===== src/rtl/exc_entry_seq.sv =====
// Exception/ERET sequencer: prioritises exception, interrupt and ERET requests,
// pulses the CP0 update, flushes the pipeline and offers the fetch redirect.
module exc_entry_seq #(
   parameter logic [31:0] EXC_VECTOR   = 32'hBFC0_0380,
   parameter int unsigned FLUSH_CYCLES = 2,
   parameter int unsigned CNT_W        = 16
) (
   input  logic             clk,
   input  logic             reset,
   input  logic             exc_valid,
   input  logic [4:0]       exc_code,
   input  logic [31:0]      exc_pc,
   input  logic             exc_in_delay,
   input  logic             int_req,
   input  logic             status_ie,
   input  logic             status_exl,
   input  logic             eret_req,
   input  logic [31:0]      epc_in,
   input  logic             fetch_ready,
   output logic             cp0_commit,
   output logic             cp0_epc_we,
   output logic [4:0]       cp0_code,
   output logic [31:0]      cp0_epc,
   output logic             cp0_bd,
   output logic             cp0_clr_exl,
   output logic             flush,
   output logic             stall,
   output logic             redir_valid,
   output logic [31:0]      redir_addr,
   output logic [CNT_W-1:0] exc_count
);

   localparam int unsigned FC_W = (FLUSH_CYCLES > 1) ? $clog2(FLUSH_CYCLES) : 1;
   localparam logic [FC_W-1:0] FC_LOAD = FC_W'(FLUSH_CYCLES - 1);

   typedef enum logic [1:0] {S_IDLE, S_FLUSH, S_REDIR} state_t;

   state_t            r_state, w_next;
   logic              w_take_exc, w_take_eret;
   logic [FC_W-1:0]   r_flush_cnt;
   logic [31:0]       r_target;
   logic              r_commit, r_clr_exl, r_epc_we, r_bd;
   logic [4:0]        r_code;
   logic [31:0]       r_epc, r_redir_addr;
   logic [CNT_W-1:0]  r_count;

   // NOTE: reset is synchronous and active-low; it is only seen on a rising clk edge.
   always_ff @(posedge clk) begin
      if (!reset) r_state <= S_IDLE;
      else        r_state <= w_next;
   end

   // NOTE: every always_comb output gets a default first so no latch is inferred.
   always_comb begin
      w_next      = r_state;
      w_take_exc  = 1'b0;
      w_take_eret = 1'b0;
      flush       = 1'b0;
      stall       = 1'b1;
      redir_valid = 1'b0;
      case (r_state)
         S_IDLE: begin
            stall       = 1'b0;
            w_take_exc  = exc_valid | (int_req & status_ie & !status_exl);
            w_take_eret = eret_req & !w_take_exc;
            if (w_take_exc || w_take_eret) w_next = S_FLUSH;
         end
         S_FLUSH: begin
            flush = 1'b1;
            if (r_flush_cnt == '0) w_next = S_REDIR;
         end
         S_REDIR: begin
            redir_valid = 1'b1;
            if (fetch_ready) w_next = S_IDLE;
         end
         default: w_next = S_IDLE;
      endcase
   end

   // NOTE: sequential state uses non-blocking assignments only.
   always_ff @(posedge clk) begin
      if (!reset) begin
         r_flush_cnt  <= '0;
         r_target     <= '0;
         r_commit     <= 1'b0;
         r_clr_exl    <= 1'b0;
         r_epc_we     <= 1'b0;
         r_bd         <= 1'b0;
         r_code       <= '0;
         r_epc        <= '0;
         r_redir_addr <= '0;
         r_count      <= '0;
      end else begin
         r_commit  <= 1'b0;
         r_clr_exl <= 1'b0;
         case (r_state)
            S_IDLE: begin
               if (w_take_exc) begin
                  r_commit    <= 1'b1;
                  r_code      <= exc_valid ? exc_code : 5'h00;
                  r_epc       <= exc_in_delay ? (exc_pc - 32'd4) : exc_pc;
                  r_bd        <= exc_in_delay;
                  r_epc_we    <= !status_exl;
                  r_target    <= EXC_VECTOR;
                  r_flush_cnt <= FC_LOAD;
                  if (r_count != '1) r_count <= r_count + CNT_W'(1);
               end else if (w_take_eret) begin
                  r_clr_exl   <= 1'b1;
                  r_target    <= epc_in;
                  r_flush_cnt <= FC_LOAD;
               end
            end
            S_FLUSH: begin
               if (r_flush_cnt == '0) r_redir_addr <= r_target;
               else                   r_flush_cnt  <= r_flush_cnt - FC_W'(1);
            end
            default: ;
         endcase
      end
   end

   assign cp0_commit  = r_commit;
   assign cp0_clr_exl = r_clr_exl;
   assign cp0_epc_we  = r_epc_we;
   assign cp0_code    = r_code;
   assign cp0_epc     = r_epc;
   assign cp0_bd      = r_bd;
   assign redir_addr  = r_redir_addr;
   assign exc_count   = r_count;

endmodule


===== config.mk =====
export PLATFORM = sky130hd
export DESIGN_NAME = exc_entry_seq
export DESIGN_NICKNAME = d
export VERILOG_FILES = /design/src/rtl/exc_entry_seq.sv
export SDC_FILE = /design/constraint.sdc
export NUM_CORES = 1
export LEC_CHECK = 0
export BUFFER_PORTS_ARGS = -buffer_cell sky130_fd_sc_hd__buf_2
export CAP_MARGIN = 30
export CORE_ASPECT_RATIO = 0.8
export CORE_UTILIZATION = 50
export DETAILED_ROUTE_END_ITERATION = 7
export PLACE_DENSITY_LB_ADDON = 0.08
export SLEW_MARGIN = 10
export SYNTH_ARGS = -nofsm -noshare
export SYNTH_HDL_FRONTEND = slang
export SYNTH_SLANG_ARGS = --single-unit

===== constraint.sdc =====
create_clock -name clk -period 2.04 [get_ports clk]
set_input_delay 0.204 -clock clk [delete_from_list [all_inputs] [get_ports clk]]
set_output_delay 0.204 -clock clk [all_outputs]
set_load 0.01 [all_outputs]

# Word level (Yosys, flattened, before mapping)
# Cells that the tools add are included.
[totals]
output_inout_bits = 92
input_bits = 78
wordCells = 61
regBits = 124
[classes]
reduce_logical = 14
n_eq_ne = 7
n_bitwise = 7
n_mux = 19
add_sub_neg = 3
[op_table]
columns = ["cell", "n"]
rows = [
  ["$mux W32", 3],
  ["$sub A32 B3 Y32 const B", 1],
  ["$add A16 B1 Y16 const B", 1],
  ["$ne A16 B16 Y1 const B", 1],
  ["$mux W1", 10],
  ["$reduce_and A2 Y1", 5],
  ["$mux W2", 3],
  ["$ne A2 B2 Y1 const B", 3],
  ["$pmux W2 S3", 1],
  ["$reduce_and A3 Y1", 2],
  ["$mux W5", 1],
  ["$reduce_bool A2 Y1", 2],
  ["$and A1 B1 Y1", 3],
  ["$ne A3 B3 Y1 const B", 1],
  ["$not A1 Y1", 3],
  ["$reduce_or A3 Y1", 1],
  ["$eq A2 B1 Y1 const B", 1],
  ["$eq A2 B2 Y1 const B", 1],
  ["$logic_not A1 Y1", 2],
  ["$logic_not A2 Y1", 1],
  ["$pmux W1 S2", 1],
  ["$logic_or A1 B1 Y1", 1],
  ["$or A1 B1 Y1", 1],
  ["$sub A1 B1 Y1 const B", 1],
]

# Longest topological paths before layout
# Gate-level depths: netlist of run 1.
[logic_depth]
word_depth = 9
mapped_depth = 7
depth_no_buf = 7

# Least setup slack after synthesis of run 1
# No wires, ideal clock.
[synth_path]
path_kind = "reg-to-reg"
from = "register r_count[0], in the netlist exc_count[0]"
to = "register r_count[6], in the netlist exc_count[6]"
stages_incl_launch_ff = 7
synth_period_minus_slack_ns = 1.735
slack_ns = 0.305
path_buffers = 0
t_arrival_ns = 1.607
t_required_ns = 1.912
setup_ns = 0.128
cell_sequence = "dfxtp_1 ha_1 nand4_1 nor4_2 nor4b_1 xnor2_1 nor2_1"
[synth_via]
elab_chain_cells = 2
elab_cells_between_ends = 3
cone_classes = "add/sub: 1; eq/ne: 1; reduce/logical: 1"
[synth_rtl]
columns = ["item", "line_no", "source"]
rows = [
  ["start: declaration", "45", "logic [CNT_W-1:0] r_count;"],
  ["start signal: assignment", "106", "if (r_count != '1) r_count <= r_count + CNT_W'(1);"],
  ["parallel branches: the longest is 2 deep, another holds $add A16 B1 Y16", "-", ""],
]
# Several ways; the timed one is not identified.
# A chain may end at the register's enable or synchronous reset.

# Worst setup path in the final report of run 1
[layout_path]
from = "register r_count[0], in the netlist exc_count[0]"
to = "register r_count[14], in the netlist exc_count[14]"
# Same word-level chain as after synthesis.

==> impl_results.html, run 1 <==
<table>
<tr><th>Metric</th><th>Value</th></tr>
<tr><th colspan="2">Run status</th></tr>
<tr><td>Result of the run</td><td>complete, no violations</td></tr>
<tr><th colspan="2">STA</th></tr>
<tr><td>Fin Hold WS</td><td>roughly 38 ps</td></tr>
<tr><td>Worst slew margin relative to its limit</td><td>0.594</td></tr>
<tr><td>Post-route minimum period</td><td>between 1500 and 2000 ps</td></tr>
<tr><td>Post-route setup slack</td><td>165 ps</td></tr>
<tr><td>Number of max-slew violations in the final report</td><td>0</td></tr>
<tr><td>Pin slew with the least headroom to its limit</td><td>609 ps</td></tr>
<tr><td>Setup repair after global routing missed its margin</td><td>false</td></tr>
<tr><td>Final sum of negative setup slack</td><td>0 ps</td></tr>
<tr><td>Maximum clock frequency</td><td>533 MHz</td></tr>
<tr><td>Share of the clock period used by the worst path after layout</td><td>0.919</td></tr>
<tr><td>Final count of negative-setup-slack endpoints</td><td>0</td></tr>
<tr><td>Worst clock skew</td><td>8.84 ps</td></tr>
<tr><td>Final hold viol count</td><td>0</td></tr>
<tr><th colspan="2">Cells and area</th></tr>
<tr><td>Antenna fix cells</td><td>0</td></tr>
<tr><td>Area added between synthesis and finish</td><td>32.4%</td></tr>
<tr><td>Number of nets in the finished design</td><td>865</td></tr>
<tr><td>Leading cell type in the layout, fill and taps excluded</td><td>sky130_fd_sc_hd__buf_2</td></tr>
<tr><td>Fill cell instance count of the final layout</td><td>850</td></tr>
<tr><td>Fraction of layout cells with a size suffix above 1</td><td>0.302</td></tr>
<tr><td>Most used cells in the layout excluding fill and tap cells</td><td>169 x sky130_fd_sc_hd__buf_2, 124 x sky130_fd_sc_hd__dfxtp_1, 105 x sky130_fd_sc_hd__nand2_1</td></tr>
<tr><th colspan="2">Yosys</th></tr>
<tr><td>Syn_nets</td><td>697</td></tr>
<tr><td>Synth area leader</td><td>sky130_fd_sc_hd__dfxtp_1</td></tr>
<tr><td>Proportion of synthesized flip-flops having asynchronous set or reset</td><td>0</td></tr>
<tr><td>Synthesized instance count</td><td>slightly above 600</td></tr>
<tr><td>Ys Warns</td><td>0</td></tr>
<tr><td>Netlist Area Pre-Place</td><td>slightly above 5000 um^2</td></tr>
<tr><td>Post-synthesis sequential area ratio</td><td>0.488</td></tr>
<tr><td>Top post-synthesis cells by area</td><td>sky130_fd_sc_hd__dfxtp_1 49%, sky130_fd_sc_hd__nand2_1 7.7%, sky130_fd_sc_hd__a21oi_1 7.7%</td></tr>
<tr><td>Post-synth EDFFs</td><td>0</td></tr>
<tr><td>Syn Area/Cell</td><td>between 8 and 9 um^2</td></tr>
<tr><td>Share of the synthesized area in the top cell type</td><td>0.488</td></tr>
<tr><td>Most instantiated flip-flop cell in the synthesis netlist</td><td>sky130_fd_sc_hd__dfxtp_1</td></tr>
<tr><td>Number of distinct library cells after synthesis</td><td>48</td></tr>
<tr><td>Flops &amp; latches, synth</td><td>about 120</td></tr>
<tr><th colspan="2">Place</th></tr>
<tr><td>Count of buffers inserted at the top-level ports</td><td>roughly 170</td></tr>
<tr><td>Final Wtd Congestion</td><td>roughly 0.80</td></tr>
<tr><td>Worst Setup Slack post-DPL</td><td>between 100 and 150 ps</td></tr>
<tr><td>Post-detailed-placement half-perimeter wirelength</td><td>approximately 9100 um</td></tr>
<tr><th colspan="2">Flow run</th></tr>
<tr><td>Max capacitance violation total</td><td>0</td></tr>
<tr><th colspan="2">Floorplan</th></tr>
<tr><td>I/O pin cnt</td><td>between 150 and 200</td></tr>
<tr><td>Chip height</td><td>92.2 um</td></tr>
<tr><td>Die Area</td><td>between 10000 and 15000 um^2</td></tr>
<tr><td>Standard-cell row count</td><td>32</td></tr>
<tr><td>Horiz. Die Dim</td><td>between 100 and 150 um</td></tr>
<tr><td>Effective utilization at floorplan</td><td>0.521</td></tr>
<tr><td>Core area</td><td>between 9000 and 10000 um^2</td></tr>
<tr><th colspan="2">Clock tree</th></tr>
<tr><td>CTS H-tree lvls</td><td>4</td></tr>
<tr><td>Post-CTS Setup Repair Bufs</td><td>0</td></tr>
<tr><td>Clock-pin slew of the registers on the worst-case setup and hold paths</td><td>approximately 60 ps</td></tr>
<tr><td>Clk Tree Root Cell</td><td>sky130_fd_sc_hd__clkbuf_16</td></tr>
<tr><td>CTS Buf Count</td><td>17</td></tr>
<tr><td>Clock sink count</td><td>between 100 and 150</td></tr>
<tr><td>Clock tree from TritonCTS</td><td>built</td></tr>
<tr><td>Worst skew pair latency</td><td>roughly 410 ps</td></tr>
<tr><td>Longest Clk Path Bufs</td><td>2</td></tr>
<tr><th colspan="2">Critical path</th></tr>
<tr><td>Worst path max stage delay</td><td>390 ps</td></tr>
<tr><td>Required @ worst endpoint</td><td>about 2300 ps</td></tr>
<tr><td>Crit path kind</td><td>reg -&gt; reg</td></tr>
<tr><td>CP Max Fanout</td><td>4</td></tr>
<tr><td>Largest delay contributor family on the critical path</td><td>simple AND/OR/NAND/NOR gates</td></tr>
<tr><td>Critical Path, Cell by Cell</td><td>ha_1, nand4_1, or2_1, nor4_1, xnor2_1, nor2_1</td></tr>
<tr><td>Startpoint types</td><td>flop</td></tr>
<tr><td>Worst setup path startpoint</td><td>exc_count[0]</td></tr>
<tr><td>Launch point of the worst reg-to-reg path</td><td>exc_count[0]</td></tr>
<tr><td>Crit path max-delay cell type</td><td>sky130_fd_sc_hd__dfxtp_1</td></tr>
<tr><td>Buf/Inv on CP</td><td>0</td></tr>
<tr><td>Data arrival at the endpoint of the critical path</td><td>2150 ps</td></tr>
<tr><td>CP Capture Type</td><td>flop</td></tr>
<tr><th colspan="2">Worst hold path</th></tr>
<tr><td>Worst hold-check path type</td><td>in -&gt; reg</td></tr>
<tr><td>Worst Hold Launch</td><td>exc_code[2]</td></tr>
<tr><th colspan="2">Global route</th></tr>
<tr><td>Largest net degree at the start of global routing</td><td>~60</td></tr>
<tr><td>Via count of the first global-routing pass</td><td>about 4500</td></tr>
<tr><td>Global-route wire length before repair</td><td>between 20000 and 25000 um</td></tr>
<tr><td>Initial antenna violation count</td><td>0</td></tr>
<tr><td>Residual overflow from global routing</td><td>0</td></tr>
<tr><td>All-layer global routing usage</td><td>0.257</td></tr>
<tr><th colspan="2">Detailed routing</th></tr>
<tr><td>First-pass iteration count of the detailed router</td><td>5</td></tr>
<tr><td>Average via count per standard cell</td><td>between 5 and 6</td></tr>
<tr><td>First DRT Iteration DRCs</td><td>417</td></tr>
<tr><td>Final WL</td><td>approximately 13000 um</td></tr>
<tr><td>Overall via count from detail_route</td><td>4895</td></tr>
<tr><td>Routed length per placed instance</td><td>~14 um</td></tr>
<tr><td>Final ANT Viol Nets</td><td>0</td></tr>
<tr><td>Post-detailed-route DRC marker count</td><td>0</td></tr>
<tr><th colspan="2">Pwr</th></tr>
<tr><td>Pwr/cell area</td><td>994 nW/um^2</td></tr>
<tr><td>Peak supply drop</td><td>between 0.7 and 0.8 mV</td></tr>
<tr><td>Pleak</td><td>roughly 0.0028 uW</td></tr>
</table>
## power by group
group	switching [uW]	total, uW	internal [uW]	leakage [uW]
clock network	1110	3060	1950	0.000285
registers	93.9	2700	2610	0.00102
logic	573	940	367	0.00146
total	1770	6700	4930	0.00276
## sequential cells by signal (all words and copies together) (netlist names)
name / cells
r_state: 2
exc_count: 16
cp0_commit: 1
redir_addr: 32
r_flush_cnt: 1
cp0_clr_exl: 1
cp0_epc_we: 1
cp0_code: 5
r_target: 32
cp0_bd: 1
cp0_epc: 32
## cell families (layout without fill, tap and decap cells)
logic type      Yosys count  in the layout  share of synthesized area
simple gates            275            275                      0.263
buf+inv                  47            228                     0.0369
fa+ha+maj                 2              2                    0.00492
flops                   124            124                      0.488
xor+xnor                 37             37                     0.0637
compound gates          132            132                      0.143
## cells in the mapped netlist, types with 2 or more instances
cell type and instances:
sky130_fd_sc_hd__clkbuf_1 25, sky130_fd_sc_hd__nand2b_1 3, sky130_fd_sc_hd__o21ai_0 27, sky130_fd_sc_hd__nor4_2 6
sky130_fd_sc_hd__dfxtp_1 124, sky130_fd_sc_hd__or3_1 5, sky130_fd_sc_hd__nor4_1 14, sky130_fd_sc_hd__or4_4 2
sky130_fd_sc_hd__nand4_1 5, sky130_fd_sc_hd__nor3_1 34, sky130_fd_sc_hd__nand3_1 30, sky130_fd_sc_hd__nor2_1 51
sky130_fd_sc_hd__a211oi_1 7, sky130_fd_sc_hd__o21a_1 2, sky130_fd_sc_hd__buf_2 9, sky130_fd_sc_hd__or2_1 2
sky130_fd_sc_hd__inv_1 6, sky130_fd_sc_hd__o21ai_1 3, sky130_fd_sc_hd__xor2_1 3, sky130_fd_sc_hd__buf_1 6
sky130_fd_sc_hd__and2_1 2, sky130_fd_sc_hd__nand2_1 105, sky130_fd_sc_hd__xnor2_1 34, sky130_fd_sc_hd__a21oi_1 78
sky130_fd_sc_hd__nor3_2 3, sky130_fd_sc_hd__a31oi_1 2, sky130_fd_sc_hd__ha_1 2, sky130_fd_sc_hd__nor3b_1 3
sky130_fd_sc_hd__a22oi_1 5
## final timing paths
kind	slack, ps	endpoint	cells past startpoint
setup / recovery	170	exc_count[14]	6
hold / removal	40	cp0_code[2]	3
setup reg to reg	170	exc_count[14]	6
hold reg to reg	450	redir_addr[18]	2
## per-stage QoR
step	area, um^2	std cells	util	total power [uW]
6_report	6740	934	0.690	6700
5_1_grt	6740	934	0.690	6980
4_1_cts	6740	934	0.689	6750
3_5_place_dp	6120	901	0.626	3680
3_3_place_gp	6120	901	0.626	3660
2_1_floorplan	5090	617	-	3270
## per-layer routing
layer,routed length (um),GRT usage,vias to the layer above
li1,-,-,2476
met1,5880,0.324,2243
met2,6120,0.413,156
met3,794,0.0681,20
met4,224,0.110,0
met5,0,0,-
## worst register-to-register path, stage by stage (launching register included)
cell                      delay [ps]
sky130_fd_sc_hd__dfxtp_1         390
sky130_fd_sc_hd__ha_1            250
sky130_fd_sc_hd__nand4_1         220
sky130_fd_sc_hd__or2_1           330
sky130_fd_sc_hd__nor4_1          340
sky130_fd_sc_hd__xnor2_1         170
sky130_fd_sc_hd__nor2_1           50
## final cells by class
type,count,area [um^2],share of cell area
inverter,7,26.3,0.00390
timing repair buffer,189,1020,0.152
clock buffer,18,439,0.0652
tap,136,170,0.0253
clock inverter,14,169,0.0251
sequential,124,2480,0.368
multi-input combinational,446,2430,0.360
## timing repair
item,in CTS,in global routing
gates resized for setup,0,1
hold endpoints to repair,1,0
hold buffers,1,0
setup endpoints to repair,0,25
Power figures use the tool's default switching activity.
==> inputs of run 2 (changes only) <==
ABC_AREA = 1   (was not set)
CORE_UTILIZATION = 52   (was 50)
==> run 2 against run 1 <==
First-iteration DRC count decreased by 18%. Worst hold slack worse by 8.5 ps. Final cell count grew 19%. Sequential power rose by 5%. Critical path depth rose by 3. Cell area rose by 7.6%. Via count up 16%. Clock-buffer cell count is 1 higher. Synthesized cell count increased by 30%. Critical endpoint is now r_target[15]. Largest cell class is now multi-input combinational cells.
==> impl_results.html, run 2 <==
<table>
<tr><th>Metric</th><th>Value</th></tr>
<tr><th colspan="2">STA</th></tr>
<tr><td>Share of the clock period used by the worst path after layout</td><td>0.926 (was 0.919)</td></tr>
<tr><td>Final sum of negative setup slack</td><td>0 ps (unchanged)</td></tr>
<tr><td>Post-route minimum period</td><td>1890 ps (was 1870 ps)</td></tr>
<tr><td>Setup repair after global routing missed its margin</td><td>true (was false)</td></tr>
<tr><td>Final count of negative-setup-slack endpoints</td><td>0 (unchanged)</td></tr>
<tr><td>Maximum clock frequency</td><td>529 MHz (was 533 MHz)</td></tr>
<tr><td>Final hold viol count</td><td>0 (unchanged)</td></tr>
<tr><td>Worst slew margin relative to its limit</td><td>0.442 (was 0.594)</td></tr>
<tr><td>Worst clock skew</td><td>9.28 ps (was 8.84 ps)</td></tr>
<tr><td>Pin slew with the least headroom to its limit</td><td>837 ps (was 609 ps)</td></tr>
<tr><td>Number of max-slew violations in the final report</td><td>0 (unchanged)</td></tr>
<tr><th colspan="2">Pwr</th></tr>
<tr><td>Internal</td><td>5240 uW (was 4930 uW)</td></tr>
<tr><td>Power spent charging and discharging nets</td><td>1970 uW (was 1770 uW)</td></tr>
<tr><td>Clock power share</td><td>0.450 (was 0.457)</td></tr>
<tr><td>Portion of total power attributed to sequential cells</td><td>0.392 (was 0.403)</td></tr>
<tr><td>Power share of the combinational group</td><td>0.158 (was 0.140)</td></tr>
<tr><td>Switching power share of the total</td><td>0.274 (was 0.265)</td></tr>
<tr><td>PnR Total Power</td><td>7210 uW (was 6700 uW)</td></tr>
<tr><td>Pleak</td><td>0.00338 uW (was 0.00276 uW)</td></tr>
<tr><td>Pwr/cell area</td><td>995 nW/um^2 (was 994 nW/um^2)</td></tr>
<tr><td>Peak supply drop</td><td>0.608 mV (was 0.741 mV)</td></tr>
<tr><th colspan="2">Cells and area</th></tr>
<tr><td>Number of nets in the finished design</td><td>1043 (was 865)</td></tr>
<tr><td>Most used cells in the layout excluding fill and tap cells</td><td>169 x sky130_fd_sc_hd__buf_2, 124 x sky130_fd_sc_hd__dfxtp_1, 118 x sky130_fd_sc_hd__nor2_1 (was 169 x sky130_fd_sc_hd__buf_2, 124 x sky130_fd_sc_hd__dfxtp_1, 105 x sky130_fd_sc_hd__nand2_1)</td></tr>
<tr><td>Fill cell instance count of the final layout</td><td>906 (was 850)</td></tr>
<tr><td>Area added between synthesis and finish</td><td>28.2% (was 32.4%)</td></tr>
<tr><td>Fraction of layout cells with a size suffix above 1</td><td>0.256 (was 0.302)</td></tr>
<tr><td>Leading cell type in the layout, fill and taps excluded</td><td>sky130_fd_sc_hd__buf_2 (unchanged)</td></tr>
<tr><td>Antenna fix cells</td><td>0 (unchanged)</td></tr>
<tr><td>Post-route standard cell area excluding fillers</td><td>7250 um^2 (was 6740 um^2)</td></tr>
<tr><td>Post-layout instance count excluding filler cells</td><td>1116 (was 934)</td></tr>
<tr><th colspan="2">Global route</th></tr>
<tr><td>Global Route met1 Usage</td><td>0.330 (was 0.324)</td></tr>
<tr><td>Routing usage on met3</td><td>0.0682 (was 0.0681)</td></tr>
<tr><td>Via count of the first global-routing pass</td><td>4935 (was 4464)</td></tr>
<tr><td>Global-route wire length before repair</td><td>23000 um (was 21200 um)</td></tr>
<tr><td>Residual overflow from global routing</td><td>0 (unchanged)</td></tr>
<tr><td>All-layer global routing usage</td><td>0.256 (was 0.257)</td></tr>
<tr><td>GR Util met2</td><td>0.414 (was 0.413)</td></tr>
<tr><td>Largest net degree at the start of global routing</td><td>43 (was 61)</td></tr>
<tr><td>Initial antenna violation count</td><td>0 (unchanged)</td></tr>
<tr><td>Peak-usage layer in the global routing report</td><td>met2 (unchanged)</td></tr>
<tr><th colspan="2">Yosys</th></tr>
<tr><td>Syn Area/Cell</td><td>7.06 um^2 (was 8.25 um^2)</td></tr>
<tr><td>Netlist Area Pre-Place</td><td>5660 um^2 (was 5090 um^2)</td></tr>
<tr><td>Syn_nets</td><td>881 (was 697)</td></tr>
<tr><td>Top post-synthesis cells by area</td><td>sky130_fd_sc_hd__dfxtp_1 44%, sky130_fd_sc_hd__o21ai_0 8.6%, sky130_fd_sc_hd__a21oi_1 7.9% (was sky130_fd_sc_hd__dfxtp_1 49%, sky130_fd_sc_hd__nand2_1 7.7%, sky130_fd_sc_hd__a21oi_1 7.7%)</td></tr>
<tr><td>Most instantiated flip-flop cell in the synthesis netlist</td><td>sky130_fd_sc_hd__dfxtp_1 (unchanged)</td></tr>
<tr><td>Post-synth top cells</td><td>124 x sky130_fd_sc_hd__dfxtp_1, 118 x sky130_fd_sc_hd__nor2_1, 116 x sky130_fd_sc_hd__nand2_1, 97 x sky130_fd_sc_hd__o21ai_0, 89 x sky130_fd_sc_hd__a21oi_1 (was 124 x sky130_fd_sc_hd__dfxtp_1, 105 x sky130_fd_sc_hd__nand2_1, 78 x sky130_fd_sc_hd__a21oi_1, 51 x sky130_fd_sc_hd__nor2_1)</td></tr>
<tr><td>Flops &amp; latches, synth</td><td>124 (unchanged)</td></tr>
<tr><td>Proportion of synthesized flip-flops having asynchronous set or reset</td><td>0 (unchanged)</td></tr>
<tr><td>Post-synthesis sequential area ratio</td><td>0.439 (was 0.488)</td></tr>
<tr><td>Post-synth EDFFs</td><td>0 (unchanged)</td></tr>
<tr><td>Synthesized instance count</td><td>801 (was 617)</td></tr>
<tr><td>Most instantiated library cell after synthesis</td><td>sky130_fd_sc_hd__dfxtp_1 (unchanged)</td></tr>
<tr><td>Ys Warns</td><td>0 (unchanged)</td></tr>
<tr><td>Share of the synthesized area in the top cell type</td><td>0.439 (was 0.488)</td></tr>
<tr><td>Synth area leader</td><td>sky130_fd_sc_hd__dfxtp_1 (unchanged)</td></tr>
<tr><td>Number of distinct library cells after synthesis</td><td>34 (was 48)</td></tr>
<tr><th colspan="2">Critical path</th></tr>
<tr><td>CP Capture Type</td><td>flop (unchanged)</td></tr>
<tr><td>Required @ worst endpoint</td><td>2390 ps (was 2320 ps)</td></tr>
<tr><td>Crit path kind</td><td>in -&gt; reg (was reg -&gt; reg)</td></tr>
<tr><td>CP Max Fanout</td><td>32 (was 4)</td></tr>
<tr><td>Data arrival at the endpoint of the critical path</td><td>2240 ps (was 2150 ps)</td></tr>
<tr><td>Startpoint types</td><td>primary input (was flop)</td></tr>
<tr><th colspan="2">Detailed routing</th></tr>
<tr><td>Final ANT Viol Nets</td><td>0 (unchanged)</td></tr>
<tr><td>Average via count per standard cell</td><td>5.08 (was 5.24)</td></tr>
<tr><td>Final WL</td><td>14600 um (was 13000 um)</td></tr>
<tr><td>First DRT Iteration DRCs</td><td>341 (was 417)</td></tr>
<tr><td>Post-detailed-route DRC marker count</td><td>0 (unchanged)</td></tr>
<tr><td>First-pass iteration count of the detailed router</td><td>5 (unchanged)</td></tr>
<tr><td>Routed length per placed instance</td><td>13.1 um (was 13.9 um)</td></tr>
<tr><td>Overall via count from detail_route</td><td>5670 (was 4895)</td></tr>
<tr><th colspan="2">Floorplan</th></tr>
<tr><td>Horiz. Die Dim</td><td>119 um (was 115 um)</td></tr>
<tr><td>Effective utilization at floorplan</td><td>0.544 (was 0.521)</td></tr>
<tr><td>Die Area</td><td>11300 um^2 (was 10600 um^2)</td></tr>
<tr><td>Standard-cell row count</td><td>33 (was 32)</td></tr>
<tr><td>Chip height</td><td>95.3 um (was 92.2 um)</td></tr>
<tr><td>I/O pin cnt</td><td>170 (unchanged)</td></tr>
<tr><td>Core area</td><td>10400 um^2 (was 9770 um^2)</td></tr>
<tr><th colspan="2">Place</th></tr>
<tr><td>Post-place instance area</td><td>6600 um^2 (was 6120 um^2)</td></tr>
<tr><td>Post-detailed-placement half-perimeter wirelength</td><td>10400 um (was 9100 um)</td></tr>
<tr><td>Number of cells in the design after placement</td><td>1083 (was 901)</td></tr>
<tr><td>Final Wtd Congestion</td><td>0.955 (was 0.799)</td></tr>
<tr><td>Count of buffers inserted at the top-level ports</td><td>169 (unchanged)</td></tr>
<tr><th colspan="2">Flow run</th></tr>
<tr><td>Max capacitance violation total</td><td>0 (unchanged)</td></tr>
<tr><th colspan="2">Clock tree</th></tr>
<tr><td>Clk Tree Root Cell</td><td>sky130_fd_sc_hd__clkbuf_16 (unchanged)</td></tr>
<tr><td>Clock sink count</td><td>124 (unchanged)</td></tr>
<tr><td>Longest Clk Path Bufs</td><td>2 (unchanged)</td></tr>
<tr><td>CTS H-tree lvls</td><td>4 (unchanged)</td></tr>
<tr><td>Clock-pin slew of the registers on the worst-case setup and hold paths</td><td>60 ps (about the same)</td></tr>
<tr><td>Clock tree from TritonCTS</td><td>built (unchanged)</td></tr>
<tr><td>CTS Buf Count</td><td>17 (unchanged)</td></tr>
<tr><td>Worst skew pair latency</td><td>410 ps (about the same)</td></tr>
<tr><th colspan="2">Run status</th></tr>
<tr><td>Result of the run</td><td>complete, no violations (unchanged)</td></tr>
<tr><th colspan="2">Worst hold path</th></tr>
<tr><td>Worst hold-check path type</td><td>in -&gt; reg (unchanged)</td></tr>
</table>
## run 2: changes by cell type in the layout (fill, tap and decap cells not counted), moves of 13 or more
cell	previous run	this run
sky130_fd_sc_hd__o21ai_0	27	97
sky130_fd_sc_hd__xor2_1	3	16
sky130_fd_sc_hd__inv_1	6	88
sky130_fd_sc_hd__nor3_1	34	18
sky130_fd_sc_hd__xnor2_1	34	5
sky130_fd_sc_hd__nor2_1	50	118
sky130_fd_sc_hd__nor4_1	14	0
## run 2: power by group through the flow
stage | Combinational, uW | Sequential, uW | Clock, uW
2_1_floorplan | 619 | 2950 | 0
3_3_place_gp | 1110 | 2860 | 0
3_5_place_dp | 1130 | 2870 | 0
4_1_cts | 1140 | 2830 | 3300
5_1_grt | 1280 | 2860 | 3410
6_report | 1140 | 2830 | 3240
## run 2: through the flow
step                hold WS [ps]  worst slack [ps]  utilization
floorplan                    294               440            -
global placement             399               319        0.634
detailed placement           398               167        0.634
CTS                         27.4               123        0.696
global route                37.8             -53.8        0.697
finish                      29.1               151        0.697
## run 2: repair_timing
item | CTS | global route
hold buffers | 1 | 0
setup buffers | 0 | 0
hold endpoints to repair | 1 | 0
resized for setup | 0 | 1
endpoints found under the setup margin | 0 | 15
## run 2: path summary, 6_finish.rpt
| path | startpoint | end | slack (ps) | cells past startpoint |
|---|---|---|---|---|
| min | epc_in[8] | r_target[8] | 30 | 3 |
| max | status_exl | r_target[15] | 150 | 9 |
| max reg2reg | exc_count[1] | exc_count[2] | 190 | 8 |
| min reg2reg | redir_addr[25] | redir_addr[25] | 440 | 2 |
## run 2: final cells by class
class | count | area, um^2 | share of cell area
Sequential cell | 124 | 2480 | 0.342
Timing Repair Buffer | 181 | 951 | 0.131
Multi-Input combinational cell | 544 | 2650 | 0.365
Clock buffer | 19 | 453 | 0.0625
Tap cell | 140 | 175 | 0.0242
Clock inverter | 13 | 188 | 0.0259
Inverter | 95 | 357 | 0.0492
## run 2: routing by layer
| metal | vias to the layer above | share of wire |
|---|---|---|
| li1 | 2912 | - |
| met1 | 2566 | 0.46 |
| met2 | 171 | 0.46 |
| met3 | 21 | 0.065 |
| met4 | 0 | 0.014 |
| met5 | - | 0 |
## run 2: kinds of logic after synthesis
kind of cell    after synthesis  synth area share
compound gates              200             0.185
xor+xnor                     21            0.0325
fa+ha+maj                     2           0.00442
buf+inv                     133            0.0944
flops                       124             0.439
simple gates                321             0.245
## run 2: worst max-delay path, stage by stage
cell and delay [ps]:
sky130_fd_sc_hd__dlygate4sd3_1 530, sky130_fd_sc_hd__buf_2 130, sky130_fd_sc_hd__inv_1 40, sky130_fd_sc_hd__nand3_1 80
sky130_fd_sc_hd__nand2_2 210, sky130_fd_sc_hd__o21ai_2 80, sky130_fd_sc_hd__inv_1 620, sky130_fd_sc_hd__o21ai_0 210
sky130_fd_sc_hd__nor2_1 120
==> inputs of run 3 (changes only) <==
CORE_UTILIZATION = 30   (was 52)
==> run 3 against run 2 <==
Final cell count rose by 11%. Critical endpoint is now exc_count[15]. Worst hold slack got worse by 7.4 ps. Worst setup slack improved by 150 ps. Highest routed layer unchanged. Sequential power barely moved. Routed wire length rose by 14%. Cell area rose by 2.3%. Die area rose by 72%. Total power fell by 0.50%. Combinational power rose by 4%.
==> impl_results.html, run 3 (same netlist as run 2, synthesis figures left out) <==
<table>
<tr><th>Metric</th><th>Value</th></tr>
<tr><th colspan="2">Clock tree</th></tr>
<tr><td>Clock sink count</td><td>124 (unchanged)</td></tr>
<tr><td>Clock-pin slew of the registers on the worst-case setup and hold paths</td><td>60 ps (about the same)</td></tr>
<tr><td>Clk Tree Root Cell</td><td>sky130_fd_sc_hd__clkbuf_16 (unchanged)</td></tr>
<tr><td>CTS Buf Count</td><td>17 (unchanged)</td></tr>
<tr><td>Worst skew pair latency</td><td>420 ps (was 410 ps)</td></tr>
<tr><td>Clock tree from TritonCTS</td><td>built (unchanged)</td></tr>
<tr><td>Longest Clk Path Bufs</td><td>2 (unchanged)</td></tr>
<tr><td>CTS H-tree lvls</td><td>4 (unchanged)</td></tr>
<tr><th colspan="2">STA</th></tr>
<tr><td>Final count of negative-setup-slack endpoints</td><td>0 (unchanged)</td></tr>
<tr><td>Setup repair after global routing missed its margin</td><td>false (was true)</td></tr>
<tr><td>Post-route minimum period</td><td>1740 ps (was 1890 ps)</td></tr>
<tr><td>Worst slew margin relative to its limit</td><td>0.675 (was 0.442)</td></tr>
<tr><td>Pin slew with the least headroom to its limit</td><td>487 ps (was 837 ps)</td></tr>
<tr><td>Number of max-slew violations in the final report</td><td>0 (unchanged)</td></tr>
<tr><td>Share of the clock period used by the worst path after layout</td><td>0.854 (was 0.926)</td></tr>
<tr><td>Maximum clock frequency</td><td>574 MHz (was 529 MHz)</td></tr>
<tr><td>Final hold viol count</td><td>0 (unchanged)</td></tr>
<tr><td>Worst clock skew</td><td>11.3 ps (was 9.28 ps)</td></tr>
<tr><td>Final sum of negative setup slack</td><td>0 ps (unchanged)</td></tr>
<tr><th colspan="2">Detailed routing</th></tr>
<tr><td>Overall via count from detail_route</td><td>5513 (was 5670)</td></tr>
<tr><td>Routed length per placed instance</td><td>13.5 um (was 13.1 um)</td></tr>
<tr><td>First-pass iteration count of the detailed router</td><td>4 (was 5)</td></tr>
<tr><td>Final WL</td><td>16600 um (was 14600 um)</td></tr>
<tr><td>Sum of routed wire segments on met1</td><td>8670 um (was 6700 um)</td></tr>
<tr><td>Total length of routed met3 wires</td><td>751 um (was 953 um)</td></tr>
<tr><td>Average via count per standard cell</td><td>4.46 (was 5.08)</td></tr>
<tr><td>Post-detailed-route DRC marker count</td><td>0 (unchanged)</td></tr>
<tr><td>Top layer in use</td><td>met4 (unchanged)</td></tr>
<tr><td>First DRT Iteration DRCs</td><td>343 (was 341)</td></tr>
<tr><td>Final ANT Viol Nets</td><td>0 (unchanged)</td></tr>
<tr><td>Routed met2 length</td><td>7000 um (was 6740 um)</td></tr>
<tr><th colspan="2">Critical path</th></tr>
<tr><td>Buf/Inv on CP</td><td>1 (was 4)</td></tr>
<tr><td>Startpoint types</td><td>flop (was primary input)</td></tr>
<tr><td>CP Max Fanout</td><td>11 (was 32)</td></tr>
<tr><td>Crit path kind</td><td>reg -&gt; reg (was in -&gt; reg)</td></tr>
<tr><td>Largest delay contributor family on the critical path</td><td>simple AND/OR/NAND/NOR gates (was buffers and inverters)</td></tr>
<tr><td>Worst path max stage delay</td><td>390 ps (was 620 ps)</td></tr>
<tr><td>Critical Path, Cell by Cell</td><td>ha_2, nand3_2, nor3_2, nand3_1, nand2_2, buf_4, nand2_1, a21oi_1 (was dlygate4sd3_1, buf_2, inv_1, nand3_1, nand2_2, o21ai_2, inv_1, o21ai_0, nor2_1)</td></tr>
<tr><td>CP Capture Type</td><td>flop (unchanged)</td></tr>
<tr><td>Required @ worst endpoint</td><td>2390 ps (about the same)</td></tr>
<tr><td>Crit path max-delay cell type</td><td>sky130_fd_sc_hd__dfxtp_1 (was sky130_fd_sc_hd__inv_1)</td></tr>
<tr><td>Data arrival at the endpoint of the critical path</td><td>2090 ps (was 2240 ps)</td></tr>
<tr><th colspan="2">Floorplan</th></tr>
<tr><td>Chip height</td><td>125 um (was 95.3 um)</td></tr>
<tr><td>Effective utilization at floorplan</td><td>0.310 (was 0.544)</td></tr>
<tr><td>Horiz. Die Dim</td><td>156 um (was 119 um)</td></tr>
<tr><td>Core area</td><td>18300 um^2 (was 10400 um^2)</td></tr>
<tr><td>Standard-cell row count</td><td>44 (was 33)</td></tr>
<tr><td>I/O pin cnt</td><td>170 (unchanged)</td></tr>
<tr><td>Die Area</td><td>19400 um^2 (was 11300 um^2)</td></tr>
<tr><th colspan="2">Cells and area</th></tr>
<tr><td>Number of nets in the finished design</td><td>1049 (was 1043)</td></tr>
<tr><td>Fill cell instance count of the final layout</td><td>2007 (was 906)</td></tr>
<tr><td>Fraction of layout cells with a size suffix above 1</td><td>0.261 (was 0.256)</td></tr>
<tr><td>Share of the core filled with cells in the final layout</td><td>0.406 (was 0.697)</td></tr>
<tr><td>Area added between synthesis and finish</td><td>31.2% (was 28.2%)</td></tr>
<tr><td>Most used cells in the layout excluding fill and tap cells</td><td>169 x sky130_fd_sc_hd__buf_2, 124 x sky130_fd_sc_hd__dfxtp_1, 118 x sky130_fd_sc_hd__nor2_1 (unchanged)</td></tr>
<tr><td>Antenna fix cells</td><td>0 (unchanged)</td></tr>
<tr><td>Area taken by flip-flops and latches</td><td>2480 um^2 (unchanged)</td></tr>
<tr><td>Multi-input logic area</td><td>2640 um^2 (was 2650 um^2)</td></tr>
<tr><td>Leading cell type in the layout, fill and taps excluded</td><td>sky130_fd_sc_hd__buf_2 (unchanged)</td></tr>
<tr><th colspan="2">Place</th></tr>
<tr><td>Count of buffers inserted at the top-level ports</td><td>169 (unchanged)</td></tr>
<tr><td>Final Wtd Congestion</td><td>0.807 (was 0.955)</td></tr>
<tr><td>Post-detailed-placement half-perimeter wirelength</td><td>11900 um (was 10400 um)</td></tr>
<tr><th colspan="2">Global route</th></tr>
<tr><td>Global-route wire length before repair</td><td>27100 um (was 23000 um)</td></tr>
<tr><td>Via count of the first global-routing pass</td><td>5115 (was 4935)</td></tr>
<tr><td>Residual overflow from global routing</td><td>0 (unchanged)</td></tr>
<tr><td>Initial antenna violation count</td><td>0 (unchanged)</td></tr>
<tr><td>All-layer global routing usage</td><td>0.178 (was 0.256)</td></tr>
<tr><td>Largest net degree at the start of global routing</td><td>84 (was 43)</td></tr>
<tr><th colspan="2">Run status</th></tr>
<tr><td>Result of the run</td><td>complete, no violations (unchanged)</td></tr>
<tr><th colspan="2">Pwr</th></tr>
<tr><td>Pleak</td><td>0.00338 uW (about the same)</td></tr>
<tr><td>Peak supply drop</td><td>0.450 mV (was 0.608 mV)</td></tr>
<tr><td>Pwr/cell area</td><td>967 nW/um^2 (was 995 nW/um^2)</td></tr>
<tr><th colspan="2">Flow run</th></tr>
<tr><td>Max capacitance violation total</td><td>0 (unchanged)</td></tr>
<tr><th colspan="2">Worst hold path</th></tr>
<tr><td>Worst hold-check path type</td><td>in -&gt; reg (unchanged)</td></tr>
</table>
[run 3: cell count changes in the layout (fill, tap and decap cells not counted), sizes merged]
cell      delta
buf          +6
clkinv       -4
clkinvlp     +3
inv          +3
bufinv       -1
clkbuf       -1
[run 3: tightest hold or removal path, cell delays in order]
cell and delay (ps):
sky130_fd_sc_hd__buf_2 80, sky130_fd_sc_hd__nor3_1 40, sky130_fd_sc_hd__nor2_1 80
[run 3: path summary, 6_finish.rpt]
| check | from | endpoint | slack (ps) | cells after the start |
|---|---|---|---|---|
| setup / recovery | exc_count[1] | exc_count[15] | 300 | 8 |
| hold / removal | epc_in[29] | r_target[29] | 20 | 3 |
| setup reg to reg | exc_count[1] | exc_count[15] | 300 | 8 |
| hold reg to reg | redir_addr[2] | redir_addr[2] | 440 | 2 |
[run 3: final cells by class]
type	instances	share of cell area
clock buffers	18	0.0578
multi-input cells	544	0.356
inverters	95	0.0480
well taps	253	0.0427
clock inverters	14	0.0249
repair buffers	187	0.136
flip-flops and latches	124	0.334
[run 3: metrics by stage]
step	power, uW	instances	setup WS, ps	instance area [um^2]	hold slack [ps]
floorplan	3570	801	440	5660	294
global placement	4070	1202	318	6800	427
detailed placement	4070	1202	260	6800	428
CTS	7280	1235	254	7420	5.69
global route	7590	1235	23.0	7420	28.2
finish	7180	1235	297	7420	21.7
[run 3: routing by layer]
metal	GRT usage	vias up
li1	-	2938
met1	0.257	2438
met2	0.261	122
met3	0.0379	15
met4	0.0565	0
met5	0	-
[run 3: report_power, final]
part           switching [uW]  internal, uW
Clock                    1220          1950
Combinational             744           440
Sequential                126          2700
[run 3: repair_timing]
action,in CTS,in global routing
setup endpoints to repair,0,1
gates resized for setup,0,1
hold buffers,1,0
buffers inserted,0,0
endpoints found under the hold margin,1,0
